File: src/rtl/lbus_pkg.sv
// Shared definitions for the two-requester local-bus arbiter: FSM encoding and defaults.
package lbus_pkg;

  typedef enum logic [1:0] {
    ST_IDLE   = 2'd0,
    ST_ACCESS = 2'd1,
    ST_DONE   = 2'd2
  } lbus_state_e;

  localparam int TIMEOUT_DEF = 15;
  // Wide enough for the largest legal TIMEOUT (255).
  localparam int WAIT_W      = 8;

endpackage : lbus_pkg

File: src/rtl/lbus_rr_arb2.sv
// Combinational two-way round-robin pick: a lone requester wins, a tie goes to
// the requester that was not granted last.
module lbus_rr_arb2 (
  input  logic [1:0] req,
  input  logic       last,
  output logic       gnt
);

  always_comb begin
    gnt = 1'b0;
    case (req)
      2'b01:   gnt = 1'b0;
      2'b10:   gnt = 1'b1;
      2'b11:   gnt = ~last;
      default: gnt = 1'b0;
    endcase
  end

endmodule : lbus_rr_arb2

File: src/rtl/lbus_arb_2to1.sv
// Two requesters share one local-bus target; round-robin grant, registered
// target interface, and a wait-cycle timeout that completes the access with err.
module lbus_arb_2to1
  import lbus_pkg::*;
#(
  parameter int ADDR_W  = 32,
  parameter int DATA_W  = 32,
  parameter int TIMEOUT = TIMEOUT_DEF
) (
  input  logic              i_hclk,
  input  logic              i_hresetn,
  input  logic              i_m0_cs,
  input  logic              i_m0_we,
  input  logic [ADDR_W-1:0] i_m0_addr,
  input  logic [DATA_W-1:0] i_m0_wdata,
  output logic [DATA_W-1:0] o_m0_rdata,
  output logic              o_m0_ready,
  output logic              o_m0_err,
  input  logic              i_m1_cs,
  input  logic              i_m1_we,
  input  logic [ADDR_W-1:0] i_m1_addr,
  input  logic [DATA_W-1:0] i_m1_wdata,
  output logic [DATA_W-1:0] o_m1_rdata,
  output logic              o_m1_ready,
  output logic              o_m1_err,
  output logic              o_cs,
  output logic              o_we,
  output logic [ADDR_W-1:0] o_addr,
  output logic [DATA_W-1:0] o_wdata,
  input  logic [DATA_W-1:0] i_rdata,
  input  logic              i_ready
);

  localparam logic [WAIT_W-1:0] TO_LAST = WAIT_W'(TIMEOUT - 1);

  lbus_state_e       state_q, state_d;
  logic              gnt_q, gnt_d;
  logic              last_q, last_d;
  logic [WAIT_W-1:0] wait_q, wait_d;
  logic              cs_q, cs_d;
  logic              we_q, we_d;
  logic [ADDR_W-1:0] addr_q, addr_d;
  logic [DATA_W-1:0] wdata_q, wdata_d;
  logic [DATA_W-1:0] m0_rdata_q, m0_rdata_d;
  logic [DATA_W-1:0] m1_rdata_q, m1_rdata_d;
  logic              m0_ready_q, m0_ready_d;
  logic              m1_ready_q, m1_ready_d;
  logic              m0_err_q, m0_err_d;
  logic              m1_err_q, m1_err_d;
  logic              arb_gnt;

  lbus_rr_arb2 u_rr (
    .req  ({i_m1_cs, i_m0_cs}),
    .last (last_q),
    .gnt  (arb_gnt)
  );

  always_comb begin
    state_d    = state_q;
    gnt_d      = gnt_q;
    last_d     = last_q;
    wait_d     = wait_q;
    cs_d       = cs_q;
    we_d       = we_q;
    addr_d     = addr_q;
    wdata_d    = wdata_q;
    m0_rdata_d = m0_rdata_q;
    m1_rdata_d = m1_rdata_q;
    m0_ready_d = 1'b0;
    m1_ready_d = 1'b0;
    m0_err_d   = 1'b0;
    m1_err_d   = 1'b0;

    case (state_q)
      ST_IDLE: begin
        if (i_m0_cs || i_m1_cs) begin
          gnt_d   = arb_gnt;
          last_d  = arb_gnt;
          we_d    = arb_gnt ? i_m1_we    : i_m0_we;
          addr_d  = arb_gnt ? i_m1_addr  : i_m0_addr;
          wdata_d = arb_gnt ? i_m1_wdata : i_m0_wdata;
          cs_d    = 1'b1;
          wait_d  = '0;
          state_d = ST_ACCESS;
        end
      end

      ST_ACCESS: begin
        // A target ready on the final allowed wait cycle still wins over timeout.
        if (i_ready) begin
          cs_d    = 1'b0;
          state_d = ST_DONE;
          if (gnt_q) begin
            m1_rdata_d = i_rdata;
            m1_ready_d = 1'b1;
          end else begin
            m0_rdata_d = i_rdata;
            m0_ready_d = 1'b1;
          end
        end else if (wait_q == TO_LAST) begin
          wait_d  = wait_q + 1'b1;
          cs_d    = 1'b0;
          state_d = ST_DONE;
          if (gnt_q) begin
            m1_rdata_d = '0;
            m1_ready_d = 1'b1;
            m1_err_d   = 1'b1;
          end else begin
            m0_rdata_d = '0;
            m0_ready_d = 1'b1;
            m0_err_d   = 1'b1;
          end
        end else begin
          wait_d = wait_q + 1'b1;
        end
      end

      ST_DONE: state_d = ST_IDLE;

      default: state_d = ST_IDLE;
    endcase
  end

  always_ff @(posedge i_hclk or negedge i_hresetn) begin
    if (!i_hresetn) begin
      state_q    <= ST_IDLE;
      gnt_q      <= 1'b0;
      last_q     <= 1'b1;
      wait_q     <= '0;
      cs_q       <= 1'b0;
      we_q       <= 1'b0;
      addr_q     <= '0;
      wdata_q    <= '0;
      m0_rdata_q <= '0;
      m1_rdata_q <= '0;
      m0_ready_q <= 1'b0;
      m1_ready_q <= 1'b0;
      m0_err_q   <= 1'b0;
      m1_err_q   <= 1'b0;
    end else begin
      state_q    <= state_d;
      gnt_q      <= gnt_d;
      last_q     <= last_d;
      wait_q     <= wait_d;
      cs_q       <= cs_d;
      we_q       <= we_d;
      addr_q     <= addr_d;
      wdata_q    <= wdata_d;
      m0_rdata_q <= m0_rdata_d;
      m1_rdata_q <= m1_rdata_d;
      m0_ready_q <= m0_ready_d;
      m1_ready_q <= m1_ready_d;
      m0_err_q   <= m0_err_d;
      m1_err_q   <= m1_err_d;
    end
  end

  assign o_cs       = cs_q;
  assign o_we       = we_q;
  assign o_addr     = addr_q;
  assign o_wdata    = wdata_q;
  assign o_m0_rdata = m0_rdata_q;
  assign o_m1_rdata = m1_rdata_q;
  assign o_m0_ready = m0_ready_q;
  assign o_m1_ready = m1_ready_q;
  assign o_m0_err   = m0_err_q;
  assign o_m1_err   = m1_err_q;

endmodule : lbus_arb_2to1
File: config.mk
export PLATFORM = sky130hd
export DESIGN_NAME = lbus_arb_2to1
export DESIGN_NICKNAME = d
export VERILOG_FILES = /design/src/rtl/lbus_pkg.sv /design/src/rtl/lbus_rr_arb2.sv /design/src/rtl/lbus_arb_2to1.sv
export SDC_FILE = /design/constraint.sdc
export NUM_CORES = 1
export LEC_CHECK = 0
export BUFFER_PORTS_ARGS = -buffer_cell sky130_fd_sc_hd__buf_2
export CAP_MARGIN = 20
export CELL_PAD_IN_SITES_DETAIL_PLACEMENT = 0
export CELL_PAD_IN_SITES_GLOBAL_PLACEMENT = 2
export CORE_MARGIN = 2
export CORE_UTILIZATION = 27
export CTS_CLUSTER_SIZE = 20
export DETAILED_ROUTE_END_ITERATION = 8
export PLACE_DENSITY_LB_ADDON = 0.1
export SLEW_MARGIN = 20
export SYNTH_ARGS = -nofsm -noshare
export SYNTH_HDL_FRONTEND = slang
export SYNTH_SLANG_ARGS = --single-unit
File: constraint.sdc
create_clock -name i_hclk -period 2.55 [get_ports i_hclk]
set_input_delay 0.765 -clock i_hclk [delete_from_list [all_inputs] [get_ports i_hclk]]
set_output_delay 0.765 -clock i_hclk [all_outputs]
set_load 0.1 [all_outputs]
==> results of run 1 <==
through the flow:
stage	util, %	hold slack [ns]	std cells	area (µm²)
floorplan	-	0.469	646	6590
global placement	35.4	0.490	1235	8550
detailed placement	35.4	0.494	1235	8550
CTS	37.7	0.328	1266	9120
global route	37.7	0.349	1268	9130
finish	37.7	0.304	1268	9130
layer usage:
layer	track usage (%)	wire [µm]	share of wire [%]
met2	27.3	10500	48
met5	0	29	0.13
met3	6.03	1750	8.0
met4	4.46	260	1.2
met1	21.8	9370	43
flip-flops by register name (all words and copies together), names as in the netlist, 2 cells and up:
signal,count
o_m1_rdata,32
o_addr,32
state_q,2
wait_q,8
o_m0_rdata,32
o_wdata,32
synth_stat cells (2+ instances only):
library cell	number
nor4_1	2
nand3b_1	2
o21ai_1	12
a21oi_1	6
or3_1	3
nand2_1	2
dfrtp_1	145
o21ai_0	191
nor2_1	4
mux2i_1	66
ha_1	2
nand3_1	3
buf_2	10
a22oi_1	64
o211ai_1	2
or4_1	2
o31ai_1	2
nor2b_1	3
clkbuf_1	42
inv_1	68
path summary, 6_finish.rpt:
path,to,start,slack (ns)
worst max-delay path,o_m1_rdata[2],o_m1_rdata[2],0.53
worst min-delay path,o_m0_rdata[3],i_hresetn,0.30
worst max register to register,o_m1_rdata[6],wait_q[0],0.62
worst min register to register,o_wdata[24],o_wdata[24],0.50
max in group asynchronous,last_q,i_hresetn,1.52
min in group i_hclk,o_wdata[24],o_wdata[24],0.50
final cells by class:
type | instances | area, µm² | area share (%)
antenna | 2 | 5.00 | 0.0548
clock buffer | 19 | 433 | 4.74
clock inverter | 12 | 134 | 1.47
inverter | 68 | 255 | 2.80
multi-input combinational | 379 | 2520 | 27.6
sequential | 146 | 3650 | 40.0
tap | 324 | 405 | 4.44
timing repair buffer | 318 | 1720 | 18.8
cells by family after synthesis:
group | share of synthesized area, %
buffers and inverters | 7.13
flip-flops | 55.4
AO/OA/AOI/OAI | 24.1
multiplexers | 10.0
adder cells (fa/ha/maj) | 0.379
AND/OR/NAND/NOR | 2.92
==> results.md, run 1 <==
- Status: completed
- Crit-path max FO: 3
- DR vias: around 6000
- Post CTS Setup Buffer Count: 0
- Routed Antenna Nets: 0
- Critical Path Stages: 1
- Commonest non-fill, non-tap cell in the layout: buf_2
- Die H: between 150 and 200 µm
- Fin crit period: just over 2 ns
- Vias per cell: between 4 and 5
- Synth cell types: 35
- CTS root buffer: clkbuf_16
- Crit end category: primary output
- Hold_buf cts: 0
- Synthesized cell area: 6590 µm²
- Setup TNS: 0 ns
- Synthesized area per cell: between 10 and 15 µm²
- Max-cap viol count: 0
- CTS tree: done
- Post-synth EDFFs: 0
- Final setup vio count: 0
- Clock sink count: between 100 and 150
- FP Rows: 57
- Final estimated routing congestion in global placement: ~0.74
- Num CTS Buffers: 17
- Fmax: 494 MHz
- Die Area: 25700 µm²
- Worst-Skew Late Latency: about 0.42 ns
- Fill cell count: roughly 2500
- Place WS: approximately 0.37 ns
- Post-route setup slack: approximately 0.53 ns
- Unrepaired setup endpoints after global routing: false
- # resized after CTS: 0
- Fin crit share: between 70% and 80%
- DR WL/cell: 17.3 µm
- Critical path required time: between 1.5 and 2 ns
- I/O pins: approximately 300
- Grt total ovfl: 0
- Async set-reset flop share out of synthesis: 100%
- Cells on worst reg2reg path: 6
- Synth Net Count: 815
- Critical path, cell by cell: buf_2
- Slew Limit Headroom: 39.8%
- Global Route Usage Sum: between 15 and 20%
- Synth area leaders: dfrtp_1 55%, o21ai_0 14%, mux2i_1 10%, a22oi_1 7.3%, inv_1 3.9%
- Core area: approximately 24000 µm²
- Worst-Margin Slew: roughly 0.9 ns
- Layout net count: between 1000 and 1500
- Die Span X: ~160 µm
- Post-Synthesis Cells: approximately 650
- Seq/Total Area, Yosys: between 50% and 60%
- Slew Viols, Final: 0
- Synth warnings: 0
- Drt initial violations: 352
- HP Class: in -> async
- Vias in the first global route: just over 6000
- Worst path slowest cell: buf_2
- Initial antenna violation count: 5
- Initial Util: between 20% and 30%
- Yosys reg bits: roughly 150
- Port Buf Inserts: 300
- Biggest area consumer among synthesized cells: dfrtp_1
- H-Tree Depth: 4
- Fin. Hold Viols: 0
- WS Path Type: reg -> out
- Top delay family on crit path: buffers and inverters
- First-pass GRT wire length: between 30000 and 40000 µm
- Worst Skew: ~0.013 ns
- Post-DP HPWL: 15000 µm
- Most frequent cells in the layout: 299 x buf_2, 191 x o21ai_0, 145 x dfrtp_1, 68 x inv_1, 66 x mux2i_1
- Worst path buffer plus inverter count: 1
- TritonRoute pass-1 iters: 5
- Remaining routing DRC violations: 0
- Synth-to-layout area growth: 38.4%
- Clock buffer depth: 2
- DRT Wirelength: between 20000 and 25000 µm
- CP Launch Type: flip-flop
- Maximum number of pins on one net before global-route repair: 69
- Synth top area share: around 55%
- Data arrival time of the worst path: roughly 1.3 ns
- Share of layout cells above drive strength 1: a little under two fifths
- Main synth FF type: dfrtp_1
- CP peak stage delay: 0.46 ns
- Clock transition at path regs: 0.06 ns
Power of run 1 is not shown: default switching activity piles up to over one toggle a cycle in this logic, so the estimate is an artifact.
==> run 2, diff against run 1 <==
- ABC_AREA: not set -> 1
- CORE_UTILIZATION: 27 -> 23
- clock period: 2.55 -> 1.8 ns (I/O delays scaled with it)
==> results.md, run 2 <==
- Post CTS Setup Buffer Count: 0 (unchanged)
- Slew Viols, Final: 0 (unchanged)
- Die Area: 29500 µm² (+15%)
- Async set-reset flop share out of synthesis: 100% (unchanged)
- Vias per cell: 4.36 (-8.0%)
- First-pass GRT wire length: 36500 µm (+5.6%)
- Final Core Density: 33.6% (-4.1 points)
- Top-count cell post-synth: nand2_1
- Status: completed
- Area occupied by multi-input gates: 2440 µm² (-3.2%)
- Post-Synthesis Cells: 739 (+14%)
- CTS root buffer: clkbuf_16
- Cells on worst reg2reg path: 8 (+2)
- Clock buffer depth: 2 (unchanged)
- Post-synth top cells: 209 x nand2_1, 145 x dfrtp_1, 90 x o21ai_0
- Worst path slowest cell: buf_2
- GR met1 Demand/Resource: 20.4% (-1.4 points)
- Worst Skew: 0.00951 ns (-0.00393 ns)
- Data arrival time of the worst path: 1.22 ns (-0.04 ns)
- Die Span X: 172 µm (+7.2%)
- Synthesized area per cell: 8.77 µm² (-14%)
- CTS tree: done
- Synth warnings: 0 (unchanged)
- Design area: 9350 µm² (+2.4%)
- Initial antenna violation count: 9 (+4)
- Max-cap viol count: 0 (unchanged)
- Commonest non-fill, non-tap cell in the layout: buf_2
- Setup TNS: 0 ns (unchanged)
- Maximum number of pins on one net before global-route repair: 65 (-5.8%)
- Critical path, cell by cell: buf_2
- I/O pins: 301 (unchanged)
- H-Tree Depth: 4 (unchanged)
- Clock transition at path regs: 0.07 ns (about the same)
- Final setup vio count: 0 (unchanged)
- Worst-Margin Slew: 0.516 ns (-0.388 ns)
- Share of layout cells above drive strength 1: 36.9% (-0.88 points)
- FP Rows: 61 (+7.0%)
- Synth top area share: 56.0% (+0.99 points)
- Fin cells: 1425 (+12%)
- Port Buf Inserts: 300 (unchanged)
- Seq/Total Area, Yosys: 56.4% (+1.0 points)
- GRT met2 Usage: 26.1% (-1.2 points)
- Slew Limit Headroom: 65.8% (+26 points)
- Top delay family on crit path: buffers and inverters
- Worst-Skew Late Latency: 0.43 ns (about the same)
- DRT Wirelength: 24000 µm (+9.4%)
- TritonRoute pass-1 iters: 5 (unchanged)
- CP Launch Type: flip-flop
- Dpl cells: 1388 (+12%)
- Synth Net Count: 908 (+11%)
- Register area: 3650 µm² (unchanged)
- Grt peak-use layer: met2
- Post-synth EDFFs: 0 (unchanged)
- Fin crit share: a little over nine tenths
- Worst path buffer plus inverter count: 1 (unchanged)
- Critical Path Stages: 1 (unchanged)
- Synth cell types: 27 (-23%)
- Fmax: roughly 570 MHz
- Initial Util: 23.3% (-4.0 points)
- Synth-to-layout area growth: 44.3%
- Global Route Usage Sum: 16.4% (-0.64 points)
- DR vias: 6213 (+3.4%)
- Grt total ovfl: 0 (unchanged)
- Post-DP HPWL: 16900 µm (+13%)
- CP peak stage delay: 0.44 ns (-0.02 ns)
- Fill cell count: 3070 (+25%)
- Hold Path Cell Cnt: 3
- Synth area leaders: dfrtp_1 56%, nand2_1 12%, o21ai_0 7.0%, nand4_1 6.7%, nor2_1 4.1%
- Critical path required time: 1.26 ns (-0.53 ns)
- Most frequent cells in the layout: 219 x buf_2, 208 x nand2_1, 145 x dfrtp_1, 90 x o21ai_0, 73 x clkbuf_4
- Routing usage on met3: 7.04% (+1.0 points)
- Routed Antenna Nets: 0 (unchanged)
- Num CTS Buffers: 17 (unchanged)
- DR WL/cell: 16.9 µm (-2.6%)
- Die H: 172 µm (+7.2%)
- Crit end category: primary output
- Fin crit period: 1.76 ns
- Biggest area consumer among synthesized cells: dfrtp_1
- Final estimated routing congestion in global placement: 0.730 (-1.8%)
- Main synth FF type: dfrtp_1
- Vias in the first global route: 6243 (+1.5%)
- Drt initial violations: 308 (-13%)
- WS Path Type: reg -> out
- Yosys reg bits: 146 (unchanged)
- Remaining routing DRC violations: 0 (unchanged)
- Crit-path max FO: 2 (-1)
- Synthesized cell area: 6480 µm² (-1.8%)
- Clock sink count: 146 (unchanged)
- HP Class: in -> reg
- Core area: 27800 µm² (+15%)
- Fin. Hold Viols: 0 (unchanged)
- Layout net count: 1199 (+9.1%)
- Dpl cell area: 8500 µm² (-0.67%)
## run 2: cell types whose count changed after synthesis, moves of 32 or more
cell,previous run,this run
mux2i_1,66,0
inv_1,68,13
nand2_1,2,209
a22oi_1,64,0
o21ai_0,191,90
o21ai_1,12,44
nor2_1,4,71
nand4_1,1,69
## run 2: final cells by class
type | instances | share of cell area [%]
inverters | 17 | 0.683
multi-input cells | 521 | 26.1
clock buffers | 20 | 4.89
repair buffers | 327 | 22.2
clock inverters | 12 | 1.85
well taps | 378 | 5.06
flip-flops and latches | 146 | 39.1
diodes | 4 | 0.107
## run 2: stage by stage
stage / hold WS [ns] / worst slack [ns]
floorplan: 0.244 / 0.349
global placement: 0.408 / 0.173
detailed placement: 0.405 / 0.155
CTS: 0.341 / 0.00168
global route: 0.349 / -0.0000283
finish: 0.365 / 0.0421
## run 2: cell families (layout without fill, tap and decap cells)
logic type / count (synthesis) / count (layout) / synth area share [%]
other cells: 0 / 4 / 0
flops: 146 / 146 / 56.4
compound gates: 139 / 139 / 11.1
fa+ha+maj: 2 / 2 / 0.386
simple gates: 380 / 380 / 26.1
buf+inv: 72 / 376 / 5.95
## run 2: routing by layer
layer / up-vias / wire length (µm)
li1: 3060 / -
met2: 221 / 11100
met4: 10 / 243
met5: - / 70
met3: 24 / 2210
met1: 2898 / 10400
## run 2: final timing paths
check | from | end | slack, ns
max in group asynchronous | i_hresetn | o_wdata[6] | 0.72
worst min register to register | o_m1_rdata[14] | o_m1_rdata[14] | 0.46
worst max-delay path | o_addr[21] | o_addr[21] | 0.04
min in group asynchronous | i_hresetn | o_m1_rdata[24] | 0.53
worst min-delay path | i_m1_wdata[1] | o_wdata[1] | 0.37
worst max register to register | wait_q[0] | o_m1_rdata[10] | 0.20
## run 2: timing repair
item | CTS | global route
gates cloned | 0 | 0
endpoints found under the hold margin | 13 | 0
endpoints found under the setup margin | 7 | 73
gates resized for setup | 7 | 73
hold buffers | 1 | 0
Power of run 2 is left out for the same reason.
==> run 3, diff against run 2 <==
- CELL_PAD_IN_SITES_DETAIL_PLACEMENT: 0 -> not set
- CELL_PAD_IN_SITES_GLOBAL_PLACEMENT: 2 -> not set
- CORE_UTILIZATION: 23 -> 42
- GPL_ROUTABILITY_DRIVEN: not set -> 0
- PLACE_DENSITY: not set -> 0.76
- PLACE_DENSITY_LB_ADDON: 0.1 -> not set
==> results.md, run 3 (synthesis gave the netlist of run 2 again) <==
- FF-to-FF Start: state_q[1]
- Fill cell count: 1319 (-57%)
- Grt total ovfl: 0 (unchanged)
- Post-DP HPWL: 13800 µm (-18%)
- First-pass GRT wire length: 30200 µm (-17%)
- Clock buffer depth: 2 (unchanged)
- DR vias: 6364 (+2.4%)
- Synth-to-layout area growth: 36.9%
- Clock transition at path regs: 0.06 ns (about the same)
- Register area: 3650 µm² (unchanged)
- DR WL/cell: 15.8 µm (-5.9%)
- Crit end category: primary output
- Fin. Hold Viols: 0 (unchanged)
- Critical path required time: 1.26 ns (about the same)
- Flop2flop setup slack: 0.24 ns (+0.04 ns)
- Core area: 15100 µm² (-45%)
- Post CTS Setup Buffer Count: 0 (unchanged)
- Crit-path max FO: 2 (unchanged)
- Critical path, cell by cell: buf_2
- Worst-Skew Late Latency: 0.42 ns (about the same)
- Most frequent cells in the layout: 288 x buf_2, 208 x nand2_1, 145 x dfrtp_1, 90 x o21ai_0, 71 x nor2_1
- I/O pins: 301 (unchanged)
- Setup TNS: 0 ns (unchanged)
- RR Endpoint: wait_q[1]
- Port Buf Inserts: 300 (unchanged)
- Global Route Usage Sum: 23.6% (+7.2 points)
- H-Tree Depth: 4 (unchanged)
- Status: completed
- Routed Antenna Nets: 0 (unchanged)
- Area occupied by multi-input gates: 2440 µm² (unchanged)
- FP Rows: 45 (-26%)
- Data arrival time of the worst path: 1.24 ns (+0.02 ns)
- Slew Viols, Final: 0 (unchanged)
- Unrepaired setup endpoints after global routing: false
- Antenna Cells: 0 (-4)
- Worst path slowest cell: buf_2
- Die H: 128 µm (-25%)
- Max-cap viol count: 0 (unchanged)
- Dpl cell area: 8190 µm² (-3.7%)
- Layout net count: 1193 (-0.50%)
- Cells on worst reg2reg path: 8 (unchanged)
- Hold slack: 0.0218 ns (-0.343 ns)
- CTS tree: done
- Remaining routing DRC violations: 0 (unchanged)
- Initial antenna violation count: 0 (-9)
- Initial Util: 42.8% (+19 points)
- DRT Wirelength: 19400 µm (-19%)
- Top delay family on crit path: buffers and inverters
- TritonRoute pass-1 iters: 5 (unchanged)
- Fmax: 562 MHz (-1.2%)
- WS Path Type: reg -> out
- Fin crit period: 1.78 ns (+0.0222 ns)
- HP Class: in -> async
- Slew Limit Headroom: 63.7% (-2.1 points)
- Vias per cell: 5.20 (+19%)
- Num CTS Buffers: 17 (unchanged)
- CP Launch Type: flip-flop
- Worst path buffer plus inverter count: 1 (unchanged)
- Clock sink count: 146 (unchanged)
- Design area: 8870 µm² (-5.1%)
- Commonest non-fill, non-tap cell in the layout: buf_2
- Maximum number of pins on one net before global-route repair: 66 (+1.5%)
- Die Span X: 128 µm (-25%)
- Worst-Margin Slew: 0.548 ns (+0.0324 ns)
- Worst Skew: 0.0112 ns (+0.00167 ns)
- Fin crit share: 98.9% (+1.2 points)
- Share of layout cells above drive strength 1: 36.5% (-0.37 points)
- Drt initial violations: 440 (+43%)
- Final setup vio count: 0 (unchanged)
- Die Area: 16400 µm² (-44%)
- Critical Path Stages: 1 (unchanged)
- CTS root buffer: clkbuf_16
- CP peak stage delay: 0.44 ns (about the same)
- Vias in the first global route: 5876 (-5.9%)
## run 3: changes by cell type in the layout (fill, tap and decap cells not counted), sizes merged
cell / before / now
buf: 253 / 312
dlygate4sd3: 1 / 0
diode: 4 / 0
clkinv: 6 / 3
clkbuf: 93 / 30
bufinv: 3 / 5
## run 3: through the flow
stage | setup slack (ns) | instances | utilization [%]
floorplan | 0.349 | 739 | -
global placement | 0.201 | 1193 | 54.1
detailed placement | 0.136 | 1193 | 54.1
CTS | 0.00469 | 1225 | 58.4
global route | 0.000617 | 1225 | 58.6
finish | 0.0199 | 1225 | 58.6
## run 3: area by class of cell
type	count	share of cell area, %
clock buffer	21	5.19
clock inverter	11	2.23
inverter	17	0.719
multi-input combinational	521	27.5
sequential	146	41.2
tap	188	2.65
timing repair buffer	321	20.5
## run 3: worst max-delay path by stage
stage / from / slack [ns] / end
floorplan: o_m0_rdata[22] / 0.35 / o_m0_rdata[22]
global placement: i_m0_cs / 0.20 / o_addr[1]
detailed placement: i_m0_cs / 0.14 / o_wdata[26]
CTS: o_m1_rdata[3] / 0.005 / o_m1_rdata[3]
global route: o_m1_rdata[6] / 0.0006 / o_m1_rdata[6]
finish: o_m1_rdata[25] / 0.02 / o_m1_rdata[25]
## run 3: repair_timing
item / CTS / global route
resized for setup: 1 / 9
hold buffers: 0 / 0
endpoints found under the setup margin: 1 / 9
## run 3: metal layers
layer / GRT usage (%) / routed length, µm / vias up
met2: 38.9 / 9440 / 318
met5: 0 / 0 / -
met1: 28.9 / 7680 / 2971
met4: 10.9 / 590 / 0
met3: 6.26 / 1700 / 35
li1: - / - / 3040
Power of run 3 is left out for the same reason.
